`src/rtl/seq_divider.sv`:
```
// seq_divider: multi-cycle restoring divider for unsigned N-bit operands.
// One shift / trial-subtract / restore step per clock behind a start/done
// handshake. Results are registered and hold until the next completion.
module seq_divider #(
  parameter int N = 4
) (
  input  logic         clk,
  input  logic         rst,
  input  logic         start,
  input  logic [N-1:0] dividend,
  input  logic [N-1:0] divisor,
  output logic         busy,
  output logic         done,
  output logic [N-1:0] quotient,
  output logic [N-1:0] remainder,
  output logic         div_by_zero
);

  localparam int CW = $clog2(N + 1);

  typedef enum logic [1:0] {
    IDLE = 2'd0,
    RUN  = 2'd1,
    DONE = 2'd2
  } state_t;

  state_t        state;
  logic [N-1:0]  d_reg;
  logic [N-1:0]  q_reg;
  logic [N:0]    r_reg;
  logic [CW-1:0] count;
  logic          zero_pend;

  logic [N:0]    r_shift;
  logic [N:0]    trial;
  logic [N:0]    r_next;
  logic [N-1:0]  q_next;
  logic          last_step;

  // One restoring step: shift in the next dividend bit, trial-subtract, keep or restore.
  always_comb begin
    r_shift   = {r_reg[N-1:0], q_reg[N-1]};
    trial     = r_shift - {1'b0, d_reg};
    r_next    = r_shift;
    q_next    = {q_reg[N-2:0], 1'b0};
    if (!trial[N]) begin
      r_next = trial;
      q_next = {q_reg[N-2:0], 1'b1};
    end
    last_step = (count == CW'(N - 1));
  end

  // Control FSM, operand registers and registered result outputs.
  // A zero divisor spends one non-busy cycle (zero_pend, FSM in IDLE) before
  // DONE, so its done pulse lands one edge after start is sampled.
  always_ff @(posedge clk or posedge rst) begin
    if (rst) begin
      state       <= IDLE;
      busy        <= 1'b0;
      done        <= 1'b0;
      quotient    <= '0;
      remainder   <= '0;
      div_by_zero <= 1'b0;
      d_reg       <= '0;
      q_reg       <= '0;
      r_reg       <= '0;
      count       <= '0;
      zero_pend   <= 1'b0;
    end else begin
      case (state)
        RUN: begin
          r_reg <= r_next;
          q_reg <= q_next;
          count <= count + CW'(1);
          if (last_step) begin
            state       <= DONE;
            busy        <= 1'b0;
            done        <= 1'b1;
            quotient    <= q_next;
            remainder   <= r_next[N-1:0];
            div_by_zero <= 1'b0;
          end
        end
        default: begin
          busy <= 1'b0;
          done <= 1'b0;
          if (zero_pend) begin
            zero_pend   <= 1'b0;
            state       <= DONE;
            done        <= 1'b1;
            quotient    <= '1;
            remainder   <= q_reg;
            div_by_zero <= 1'b1;
          end else if (start) begin
            d_reg <= divisor;
            q_reg <= dividend;
            r_reg <= '0;
            count <= '0;
            if (divisor != '0) begin
              state <= RUN;
              busy  <= 1'b1;
            end else begin
              state     <= IDLE;
              zero_pend <= 1'b1;
            end
          end else begin
            state <= IDLE;
          end
        end
      endcase
    end
  end

endmodule
```
`config.mk`:
```
export PLATFORM = sky130hd
export DESIGN_NAME = seq_divider
export DESIGN_NICKNAME = d
export VERILOG_FILES = /design/src/rtl/seq_divider.sv
export SDC_FILE = /design/constraint.sdc
export NUM_CORES = 1
export LEC_CHECK = 0
export BUFFER_PORTS_ARGS = -buffer_cell sky130_fd_sc_hd__buf_2
export CAP_MARGIN = 20
export CORE_MARGIN = 5
export CORE_UTILIZATION = 54
export DETAILED_ROUTE_END_ITERATION = 8
export GPL_TIMING_DRIVEN = 1
export HOLD_SLACK_MARGIN = 0.06
export PLACE_DENSITY = 0.77
export SYNTH_ARGS = -nofsm -noshare
export SYNTH_HDL_FRONTEND = slang
export SYNTH_SLANG_ARGS = --single-unit
```
`constraint.sdc`:
```
create_clock -name clk -period 2.99 [get_ports clk]
set_input_delay 0.299 -clock clk [delete_from_list [all_inputs] [get_ports clk]]
set_output_delay 0.299 -clock clk [all_outputs]
set_load 0.01 [all_outputs]
```
Word level (Yosys, flattened, before mapping)
Cells that the tools add are included.
{"block": "totals", "register_bits": 29, "input_bits": 11, "out_inout_bits": 11, "wordCells": 60}
{"block": "op_classes", "n_addsub": 2, "n_eq_ne": 4, "n_mux": 35, "bitwise_logic": 2, "n_reduce_logical": 6}
{"op": "$mux W4", "n": 13}
{"op": "$mux W1", "n": 15}
{"op": "$mux W3", "n": 3}
{"op": "$mux W2", "n": 4}
{"op": "$sub A5 B4 Y5", "n": 1}
{"op": "$reduce_and A2 Y1", "n": 2}
{"op": "$reduce_bool A2 Y1", "n": 2}
{"op": "$reduce_bool A4 Y1", "n": 1}
{"op": "$add A3 B1 Y3 const B", "n": 1}
{"op": "$eq A3 B2 Y1 const B", "n": 1}
{"op": "$reduce_and A3 Y1", "n": 1}
{"op": "$eq A2 B1 Y1 const B", "n": 1}
{"op": "$ne A2 B1 Y1 const B", "n": 1}
{"op": "$ne A2 B2 Y1 const B", "n": 1}
{"op": "$not A1 Y1", "n": 2}

Logic depth before layout (Yosys ltp)
{"block": "depth", "ltp_word": 5, "ltp_mapped": 8, "mapped_depth_nobuf": 8}

Least setup slack after synthesis
OpenSTA, ideal clock, no wires.
{"block": "synth_path", "kind": "reg-to-reg", "from": "register d_reg[0]", "to": "register remainder[0]", "setup_ns": 0.094, "t_arrival_ns": 2.102, "setup_slack_ns": 0.794, "stages_incl_launch_ff": 8, "n_path_buf": 0, "path_cell_list": "dfrtp_1 > ha_1 > fa_1 > nand2b_4 > a21oi_4 > xor2_4 > mux2_4 > a221oi_2"}
{"block": "synth_between", "elab_chain_cells": 4}
{"element": "from (decl)", "line": "28", "text": "logic [N-1:0] d_reg;"}
{"element": "from (signal assigned)", "line": "95", "text": "d_reg <= divisor;"}
{"element": "$sub A5 B4 Y5", "line": "43", "text": "trial = r_shift - {1'b0, d_reg};"}
{"element": "$mux W4", "line": "46", "text": "if (!trial[N]) begin"}
{"element": "$mux W4", "line": "75", "text": "if (last_step) begin"}
{"element": "$mux W4", "line": "70", "text": "case (state)"}
{"element": "to (signal assigned)", "line": "80", "text": "remainder <= r_next[N-1:0];"}
{"element": "to (signal assigned)", "line": "92", "text": "remainder <= q_reg;"}
{"element": "to (decl)", "line": "15", "text": "output logic [N-1:0] remainder,"}
No other way between the ends. The select of a mux whose other input is x is not followed.
A chain may end at the register's enable or synchronous reset.

Final worst setup path
{"block": "layout_path", "from": "register q_reg[3]", "to": "register remainder[0]"}
{"block": "layout_between", "elab_chain_cells": 4}
{"element": "from (decl)", "line": "29", "text": "logic [N-1:0] q_reg;"}
{"element": "from (signal assigned)", "line": "73", "text": "q_reg <= q_next;"}
{"element": "from (signal assigned)", "line": "96", "text": "q_reg <= dividend;"}
{"element": "$sub A5 B4 Y5", "line": "43"}
{"element": "$mux W4 *", "line": "46"}
{"element": "$mux W4 *", "line": "75"}
{"element": "$mux W4 *", "line": "70"}
Every way passes the cells marked *; elsewhere a longest branch is shown, timed or not. The select of a mux whose other input is x is not followed.

==> flow_summary.json <==
{
  "fill_cells": 201,
  "avgRoutedWirePerCell_um": 15.8,
  "cts.sinks": 27,
  "syn_inst": 124,
  "avgSynthCellArea_um2": 11.1,
  "worstPathArrival_ns": 2.63,
  "fin_cells": 179,
  "period_needed_ns": 2.37,
  "route.antenna.remaining_nets": 0,
  "finalClockSkew_ns": 0.00975,
  "outcome": "finished clean",
  "fin_nets": 168,
  "finalCritPeriodShare": 0.793,
  "start_util": 0.561,
  "port_buffers": 21,
  "r2r_end": "remainder[0]$_DFFE_PP0P_",
  "end_kind": "flip-flop",
  "yosysWarnings": 0,
  "timing.rr.start": "q_reg[3]$_DFFE_PP0P_",
  "placed_cell_area_um2": 1510,
  "fin_tns_setup_ns": 0,
  "dp_hpwl_um": 2150,
  "cts_setup_buffers": 0,
  "p_leak_nw": 0.738,
  "finalSetupViolCount": 0,
  "worstHoldEndpoint": "d_reg[1]$_DFFE_PP0P_",
  "cts_made_buffers": 3,
  "worst_pin_slew_ns": 0.706,
  "path_clk_slew_ns": 0.16,
  "path_class": "reg2reg",
  "track_usage": 0.177,
  "final-hold-violation-count": 0,
  "clock_latency_ns": 0.34,
  "cts_tree": "yes",
  "min_from": "divisor[1]",
  "grt.overflow.total": 0,
  "cts_buffer_depth": 2,
  "p_seq_frac": 0.348,
  "antenna_found_initial": 0,
  "root_buffer": "clkbuf_4",
  "fin_area_um2": 1580,
  "p_sw_uw": 814,
  "yosys.area.top_type": "dfrtp_1",
  "fmax_mhz": 422,
  "die_x_um": 60.5,
  "ir_drop_mv": 0.886,
  "holdPathStages": 2,
  "dr_total_vias": 1021,
  "rsz0062_at_grt": "false",
  "vias_per_cell": 5.70,
  "cts_max_level": 1,
  "ys_types": 38,
  "synth_area_leaders": "dfrtp_1, ha_1, nand2_1, o21ai_1, mux2i_1",
  "combPwrFrac": 0.562,
  "die_h_um": 60.5,
  "first_global_vias": 1050,
  "syn_nets": 142,
  "area_growth_pct": 14.9,
  "relSlewSlack": 0.529,
  "drt_iter0_drc": 27,
  "mostFrequentLayoutCells": "dfrtp_1, buf_2, nand2_1, o21ai_1",
  "pre_cts_slack_ns": 0.646,
  "reg2regPathDepth": 8,
  "rows": 18,
  "reg2reg_slack_ns": 0.62,
  "postLayoutSetupSlackWorst_ns": 0.620,
  "swShare": 0.432,
  "grt_first_pass_wirelength_um": 4730,
  "drv_cap": 0,
  "critPathRequiredTime_ns": 3.25,
  "total_power_mw": 1.88,
  "drv_slew": 0,
  "holdBufCountCts": 0,
  "firstDrtPassIters": 4,
  "core_area_um2": 2450,
  "final_common_cell": "dfrtp_1",
  "worstPathMaxFanout": 9,
  "clkPwrFrac": 0.089,
  "die-area_um2": 3660,
  "synth_seq_area_share": 0.491,
  "drc": 0,
  "start_kind": "flip-flop",
  "routabilityCongestion": 0.853,
  "hold_class": "in2reg",
  "num_antenna_cells": 0,
  "drt_wl_total_um": 2830,
  "ys_seq_elements": 27,
  "synth_area_um2": 1380,
  "internal_power_mw": 1.07,
  "layout-drive-gt1-share": 0.248,
  "dp.cells": 173,
  "pwr_density_cell_nw_per_um2": 1190,
  "grt_start_max_net_pins": 28,
  "synth_top_area_frac": 0.491,
  "ctsResizeCount": 0,
  "ios": 22
}
## logic make-up after synthesis
family / count (synthesis) / share of synthesized area
muxes: 11 / 0.0909
xor gates and xnor gates: 2 / 0.0264
buffers and inverters: 11 / 0.0309
and+or+nand+nor: 35 / 0.129
AOI/OAI and AO/OA: 31 / 0.163
adders and majority gates: 7 / 0.0691
DFF: 27 / 0.491
## metal layers
layer	part of all wire	global-route usage	routed length (µm)
met5	0	0	0
met1	0.45	0.219	1260
met2	0.50	0.309	1420
met3	0.036	0.0319	101
met4	0.016	0.0650	44
## through the flow
| stage | util | hold WS [ns] |
|---|---|---|
| finish | 0.644 | 0.187 |
| global route | 0.644 | 0.179 |
| CTS | 0.629 | 0.183 |
| detailed placement | 0.617 | 0.474 |
| global placement | 0.617 | 0.468 |
| floorplan | - | 0.352 |
## power by group through the flow
stage	Clock (mW)	Combinational [mW]	Sequential, mW
3_3_place_gp	0	1.01	0.657
6_report	0.168	1.06	0.655
4_1_cts	0.170	1.06	0.655
3_5_place_dp	0	1.05	0.665
5_1_grt	0.187	1.17	0.680
2_1_floorplan	0	0.778	0.669
## synthesized netlist by cell type
library cell,n
xor2_4,1
mux2_1,4
nand2b_1,1
a22o_1,1
nand2_1,16
o21ai_0,2
fa_1,1
a21oi_4,1
o221a_1,1
mux2i_1,5
inv_2,2
o21ai_1,11
nand4_1,2
inv_1,6
o21a_1,3
or3_1,1
dfrtp_1,27
mux2_4,2
a22oi_1,2
a32o_1,1
a21oi_1,2
nand3b_1,1
a21boi_1,1
a221oi_2,1
nand2b_4,1
nor2_1,5
nor2_2,1
o211ai_1,1
nor3_1,2
nor2b_1,3
ha_1,6
buf_1,1
xnor2_1,1
nor2_4,1
buf_2,1
clkbuf_1,1
and2_1,1
o22a_1,4
## how the worst max path moves through the flow
stage                               startpoint                        to  slack (ns)
after floorplan           d_reg[0]$_DFFE_PP0P_  remainder[0]$_DFFE_PP0P_        0.79
after global placement    d_reg[0]$_DFFE_PP0P_  remainder[0]$_DFFE_PP0P_        0.73
after detailed placement  d_reg[0]$_DFFE_PP0P_  remainder[0]$_DFFE_PP0P_        0.65
after CTS                 d_reg[0]$_DFFE_PP0P_  remainder[0]$_DFFE_PP0P_        0.59
after global routing      d_reg[0]$_DFFE_PP0P_  remainder[0]$_DFFE_PP0P_        0.52
final                     q_reg[3]$_DFFE_PP0P_  remainder[0]$_DFFE_PP0P_        0.62
## cell type report
class,count,area (µm²),share of cell area
Tap cell,30,37.5,0.0237
Multi-Input combinational cell,86,658,0.416
Clock buffer,3,22.5,0.0142
Timing Repair Buffer,24,150,0.0949
Clock inverter,1,7.51,0.00475
Inverter,8,30.0,0.0190
Sequential cell,27,676,0.427
## worst max-delay path: stages (launching register included)
cell and delay, ns:
dfrtp_1 0.37, inv_2 0.05, ha_1 0.20, fa_1 0.42
nand2b_4 0.17, a21oi_4 0.18, xor2_4 0.31, mux2_4 0.34
a221oi_2 0.24
(Power assumes the default switching activity.)
